## config.mk

```make
export PLATFORM = sky130hd
export DESIGN_NAME = key_debounce_pulser_flat
export DESIGN_NICKNAME = d
export VERILOG_FILES = /design/src/rtl/key_debounce_pulser_if.sv /design/src/rtl/key_debounce_pulser.sv /design/src/flat_wrapper.sv
export SDC_FILE = /design/constraint.sdc
export NUM_CORES = 1
export LEC_CHECK = 0
export CAP_MARGIN = 5
export CELL_PAD_IN_SITES_DETAIL_PLACEMENT = 0
export CELL_PAD_IN_SITES_GLOBAL_PLACEMENT = 1
export CORE_MARGIN = 4
export CORE_UTILIZATION = 38
export CTS_CLUSTER_SIZE = 24
export DETAILED_ROUTE_END_ITERATION = 12
export PLACE_DENSITY = 0.69
export SLEW_MARGIN = 25
export SYNTH_ARGS = -nofsm -noshare
export SYNTH_HDL_FRONTEND = slang
export SYNTH_SLANG_ARGS = --single-unit
```

## constraint.sdc

```tcl
create_clock -name CLOCK_50 -period 5 [get_ports CLOCK_50]
set_clock_uncertainty 0.15 [all_clocks]
set_input_delay 1 -clock CLOCK_50 [delete_from_list [all_inputs] [get_ports CLOCK_50]]
set_output_delay 1 -clock CLOCK_50 [all_outputs]
set_load 0.05 [all_outputs]
```

## src/rtl/key_debounce_pulser_if.sv

```systemverilog
// Key conditioning bus: raw active-low KEY inputs and the debounced level/pulse outputs.
interface key_debounce_pulser_if #(
    parameter int N_KEYS = 4
);
    logic [N_KEYS-1:0] KEY;
    logic [N_KEYS-1:0] key_level;
    logic [N_KEYS-1:0] key_pulse;
    logic [N_KEYS-1:0] key_release;
    logic              any_pulse;
    logic [1:0]        key_id;

    modport master (
        output KEY,
        input  key_level, key_pulse, key_release, any_pulse, key_id
    );

    modport slave (
        input  KEY,
        output key_level, key_pulse, key_release, any_pulse, key_id
    );
endinterface

```

## src/rtl/key_debounce_pulser.sv

```systemverilog
// Synchronises, debounces and edge-detects the active-low DE1-SoC push-buttons;
// each accepted press/release yields exactly one single-cycle pulse.
module key_debounce_pulser #(
    parameter int N_KEYS          = 4,
    parameter int DEBOUNCE_CYCLES = 500000,
    parameter int CNT_W           = 19
) (
    input  logic                  CLOCK_50,
    input  logic                  reset,
    key_debounce_pulser_if.slave  kif
);
    typedef enum logic [1:0] {
        RELEASED,
        PRESS_PEND,
        PRESSED,
        REL_PEND
    } state_t;

    localparam logic [CNT_W-1:0] CNT_LAST = CNT_W'(DEBOUNCE_CYCLES - 1);

    logic [N_KEYS-1:0] r_sync1;
    logic [N_KEYS-1:0] r_sync2;
    logic [N_KEYS-1:0] w_s;

    state_t            r_state     [N_KEYS];
    state_t            w_state_nxt [N_KEYS];
    logic [CNT_W-1:0]  r_cnt       [N_KEYS];
    logic [CNT_W-1:0]  w_cnt_nxt   [N_KEYS];

    logic [N_KEYS-1:0] w_pulse_nxt;
    logic [N_KEYS-1:0] w_rel_nxt;
    logic [N_KEYS-1:0] w_level_nxt;
    logic              w_any_nxt;
    logic [1:0]        w_id_nxt;

    logic [N_KEYS-1:0] r_level;
    logic [N_KEYS-1:0] r_pulse;
    logic [N_KEYS-1:0] r_release;
    logic              r_any;
    logic [1:0]        r_id;

    assign w_s = ~r_sync2;

    always_comb begin
        w_pulse_nxt = '0;
        w_rel_nxt   = '0;
        w_level_nxt = '0;
        for (int unsigned i = 0; i < N_KEYS; i++) begin
            w_state_nxt[i] = r_state[i];
            w_cnt_nxt[i]   = r_cnt[i];
            case (r_state[i])
                RELEASED: begin
                    if (w_s[i]) begin
                        w_state_nxt[i] = PRESS_PEND;
                        w_cnt_nxt[i]   = '0;
                    end
                end
                PRESS_PEND: begin
                    if (!w_s[i]) begin
                        w_state_nxt[i] = RELEASED;
                    end else if (r_cnt[i] == CNT_LAST) begin
                        w_state_nxt[i] = PRESSED;
                        w_pulse_nxt[i] = 1'b1;
                    end else begin
                        w_cnt_nxt[i] = r_cnt[i] + 1'b1;
                    end
                end
                PRESSED: begin
                    if (!w_s[i]) begin
                        w_state_nxt[i] = REL_PEND;
                        w_cnt_nxt[i]   = '0;
                    end
                end
                REL_PEND: begin
                    if (w_s[i]) begin
                        w_state_nxt[i] = PRESSED;
                    end else if (r_cnt[i] == CNT_LAST) begin
                        w_state_nxt[i] = RELEASED;
                        w_rel_nxt[i]   = 1'b1;
                    end else begin
                        w_cnt_nxt[i] = r_cnt[i] + 1'b1;
                    end
                end
                default: w_state_nxt[i] = RELEASED;
            endcase
            w_level_nxt[i] = (w_state_nxt[i] == PRESSED) || (w_state_nxt[i] == REL_PEND);
        end

        // Scan downward so the lowest pulsing index is the final assignment.
        w_any_nxt = |w_pulse_nxt;
        w_id_nxt  = '0;
        for (int unsigned i = N_KEYS; i > 0; i--) begin
            if (w_pulse_nxt[i-1]) w_id_nxt = 2'(i - 1);
        end
    end

    always_ff @(posedge CLOCK_50) begin
        if (reset) begin
            r_sync1   <= '1;
            r_sync2   <= '1;
            r_level   <= '0;
            r_pulse   <= '0;
            r_release <= '0;
            r_any     <= 1'b0;
            r_id      <= '0;
            for (int unsigned i = 0; i < N_KEYS; i++) begin
                r_state[i] <= RELEASED;
                r_cnt[i]   <= '0;
            end
        end else begin
            r_sync1   <= kif.KEY;
            r_sync2   <= r_sync1;
            r_level   <= w_level_nxt;
            r_pulse   <= w_pulse_nxt;
            r_release <= w_rel_nxt;
            r_any     <= w_any_nxt;
            r_id      <= w_id_nxt;
            for (int unsigned i = 0; i < N_KEYS; i++) begin
                r_state[i] <= w_state_nxt[i];
                r_cnt[i]   <= w_cnt_nxt[i];
            end
        end
    end

    assign kif.key_level   = r_level;
    assign kif.key_pulse   = r_pulse;
    assign kif.key_release = r_release;
    assign kif.any_pulse   = r_any;
    assign kif.key_id      = r_id;
endmodule

```

## src/flat_wrapper.sv

```systemverilog
// flat-port wrapper written by rule: the top's interface ports become plain ports
module key_debounce_pulser_flat 
#(
    parameter int N_KEYS          = 4,
    parameter int DEBOUNCE_CYCLES = 500000,
    parameter int CNT_W           = 19
)
  (CLOCK_50, reset, kif_KEY, kif_key_level, kif_key_pulse, kif_key_release, kif_any_pulse, kif_key_id);
  key_debounce_pulser_if #(.N_KEYS(N_KEYS)) kif_i ();
  input  logic CLOCK_50;
  input  logic reset;
  input wire logic [$bits(kif_i.KEY)-1:0] kif_KEY;
  output wire logic [$bits(kif_i.key_level)-1:0] kif_key_level;
  output wire logic [$bits(kif_i.key_pulse)-1:0] kif_key_pulse;
  output wire logic [$bits(kif_i.key_release)-1:0] kif_key_release;
  output wire logic [$bits(kif_i.any_pulse)-1:0] kif_any_pulse;
  output wire logic [$bits(kif_i.key_id)-1:0] kif_key_id;
  assign kif_i.KEY = kif_KEY;
  assign kif_key_level = kif_i.key_level;
  assign kif_key_pulse = kif_i.key_pulse;
  assign kif_key_release = kif_i.key_release;
  assign kif_any_pulse = kif_i.any_pulse;
  assign kif_key_id = kif_i.key_id;
  key_debounce_pulser #(.N_KEYS(N_KEYS), .DEBOUNCE_CYCLES(DEBOUNCE_CYCLES), .CNT_W(CNT_W)) u_core (.CLOCK_50(CLOCK_50), .reset(reset), .kif(kif_i));
endmodule
```

==> results.ini <==
[sta]
max_freq_ghz = 0.3810
setup-tns-final_ps = 0
hold_viol = 0
tightest_slew_ps = 793.3
period_share_pct = 52.49
hold-worst-slack_ps = 259.3
grt_setup_unrepaired = no
setup_viol = 0
drv_slew = 0
slew_headroom_pct = 47.11
min_period_ps = 2625

[critical_path]
path_class = flip-flop to output pin
r2r-end = u_core.r_cnt[0][2]
arrival_ps = 1470
worst_path_max_delay_cell = clkdlybuf4s50_1
crit_buf_inv = 1
slowest_delay_ps = 800
crit_fanout = 1
r2r_slack_ps = 2450
r2r-start = u_core.r_cnt[0][8]
worst_setup_path_end_kind = output pin
cp.depth = 1
path_cells = clkdlybuf4s50_1
reg2regPathDepth = 5
crit_required_ps = 3850
crit_family = buffers and inverters
cp-start-kind = flip-flop

[final_layout]
num_antenna_cells = 0
layout-drive-gt1-share_pct = 6.595
finalNetCount = 568
areaGrowthSynthToFinish_pct = 14.37

[power_and_ir_drop]
ir_drop_uv = 143.5
power.density_nw_per_um2 = 304.3
p_leak_nw = 1.710

[die]
start_util_pct = 38.92
die_area_um2 = 14200
die_w_um = 119.2
std_cell_rows = 40
die_y_um = 119.2
core_um2 = 12060
ios = 21

[route]
vias = 3798
drtIter0Drc = 247
drt-total-wl_um = 9718
detail-route-antenna-nets = 0
viasPerCell = 5.210
wl_per_cell_um = 13.33
remaining_drc_errors = 0
firstDrtPassIters = 4

[synth]
syn_inst = 540
synth.distinct_cells = 48
synth_top_flop_cell = dfxtp_1
synth_edf_count = 0
yosysSeqAreaShare_pct = 45.63
synth.avg_cell_area_um2 = 8.694
yosysWarningCount = 0
synth-async-reset-ratio_pct = 0
synthTopCellsByCount = 107 x dfxtp_1, 73 x nor2_1, 36 x nand2_1, 33 x xnor2_1, 31 x nand3_1
syn_nets = 550
synth_top_area_cell = dfxtp_1
synth_top_area_share_pct = 45.63
ys_seq_elements = 107
syn_area_um2 = 4695
synth_area_leaders = dfxtp_1 46%, xnor2_1 6.2%, nor2_1 5.8%
synth.most_common_cell = dfxtp_1

[cts]
cts.sinks = 107
ctsLongestPathBuffers = 2
hold_buffers = 0
clk_pin_slew_ps = 70
clk_latency_ps = 350
htree_levels = 3
cts-root-buf = clkbuf_16
cts_resized = 0
cts_buffers = 9
post_cts_buffers = 0
cts_tree = yes

[place]
dpl.hpwl_um = 6905
place_congestion = 0.7778
port-buffer-count = 20

[run]
drv_cap = 0

[global_route]
antenna_found_initial = 0
grt_overflow_total = 0
grt_start_max_net_pins = 28
grt.total_usage_pct = 14.45
grt_pass1_vias = 3538
grt_pass1_wl_um = 16990

[outcome]
status = finished, final reports clean

[min_path]
hold_start = u_core.r_sync1[0]
hp-class = flip-flop to flip-flop
min_path_cells = 1
hold-path-endpoint = u_core.r_sync2[0]

metal layers:
layer	vias to the layer above	part of all wire, %	GRT usage [%]
li1	1960	-	-
met2	47	44	21.69
met3	9	3.5	4.796
met1	1782	51	19.85
met5	-	0	0
met4	0	1.2	3.983
final cells by class:
cell class / count / area, um^2
fillers: 1197 / 6693
well taps: 168 / 210.2
flip-flops and latches: 107 / 2142
inverters: 13 / 48.80
clock buffers: 9 / 225.2
repair buffers: 24 / 225.2
clock inverters: 5 / 78.83
multi-input cells: 403 / 2439
power by group:
| part | switching [W] | internal [W] |
|---|---|---|
| Clock | 0.000305 | 0.000433 |
| Combinational | 0.0000243 | 0.0000115 |
| Sequential | 0.00000375 | 0.000856 |
cell families after synthesis:
group	Yosys count	share of synthesized area, %
and+or+nand+nor	273	31.45
DFF	107	45.63
AOI/OAI and AO/OA	68	8.582
xor gates and xnor gates	57	10.63
buffers and inverters	30	2.425
adders and majority gates	4	1.066
muxes	1	0.2132
layout by cell type, fill, tap and decap left out, drive strengths merged, types with 3 or more instances in the layout:
cell / instances
xor2: 24
buf: 5
or3b: 3
or2: 11
clkdlybuf4s50: 19
a21oi: 29
nor3: 22
nor3b: 4
nand4b: 3
nand3: 32
or4: 4
dfxtp: 107
or3: 16
and3: 8
nand4: 21
o211ai: 7
ha: 4
nor4: 16
o21ai: 19
inv: 14
xnor2: 33
nand2: 36
nor4b: 5
clkbuf: 9
a311oi: 3
and4: 8
nor2: 73
flip-flops by register name (all words and copies together) (netlist names):
name and flops:
u_core.r_sync1 4, u_core.kif.key_level 4, u_core.kif.key_id 2, u_core.r_cnt 76, u_core.kif.key_pulse 4, u_core.kif.any_pulse 1
u_core.r_state 8, u_core.kif.key_release 4, u_core.r_sync2 4
how the worst max path moves through the flow:
stage	endpoint	start	slack (ps)
after global placement	u_core.r_cnt[0][48]	reset	2360
after CTS	kif_key_pulse[2]	u_core.kif.key_pulse[2]	2350
final	kif_key_id[0]	u_core.kif.key_id[0]	2380
after floorplan	u_core.r_cnt[0][10]	reset	2860
after detailed placement	u_core.r_cnt[0][18]	reset	2350
after global routing	u_core.r_cnt[0][2]	u_core.r_cnt[0][8]	2260
per-stage QoR:
| stage | instances | power (W) | utilization, % | worst slack (ps) | area (um^2) |
|---|---|---|---|---|---|
| final | 729 | 0.001634 | 44.51 | 2375 | 5369 |
| after global routing | 729 | 0.001705 | 44.51 | 2264 | 5369 |
| after CTS | 729 | 0.001664 | 44.51 | 2354 | 5369 |
| after detailed placement | 715 | 0.0009156 | 41.99 | 2346 | 5065 |
| after global placement | 715 | 0.0009152 | 41.99 | 2357 | 5065 |
| after floorplan | 540 | 0.0009032 | - | 2863 | 4695 |
No activity file was read; power rests on OpenSTA's default activity.
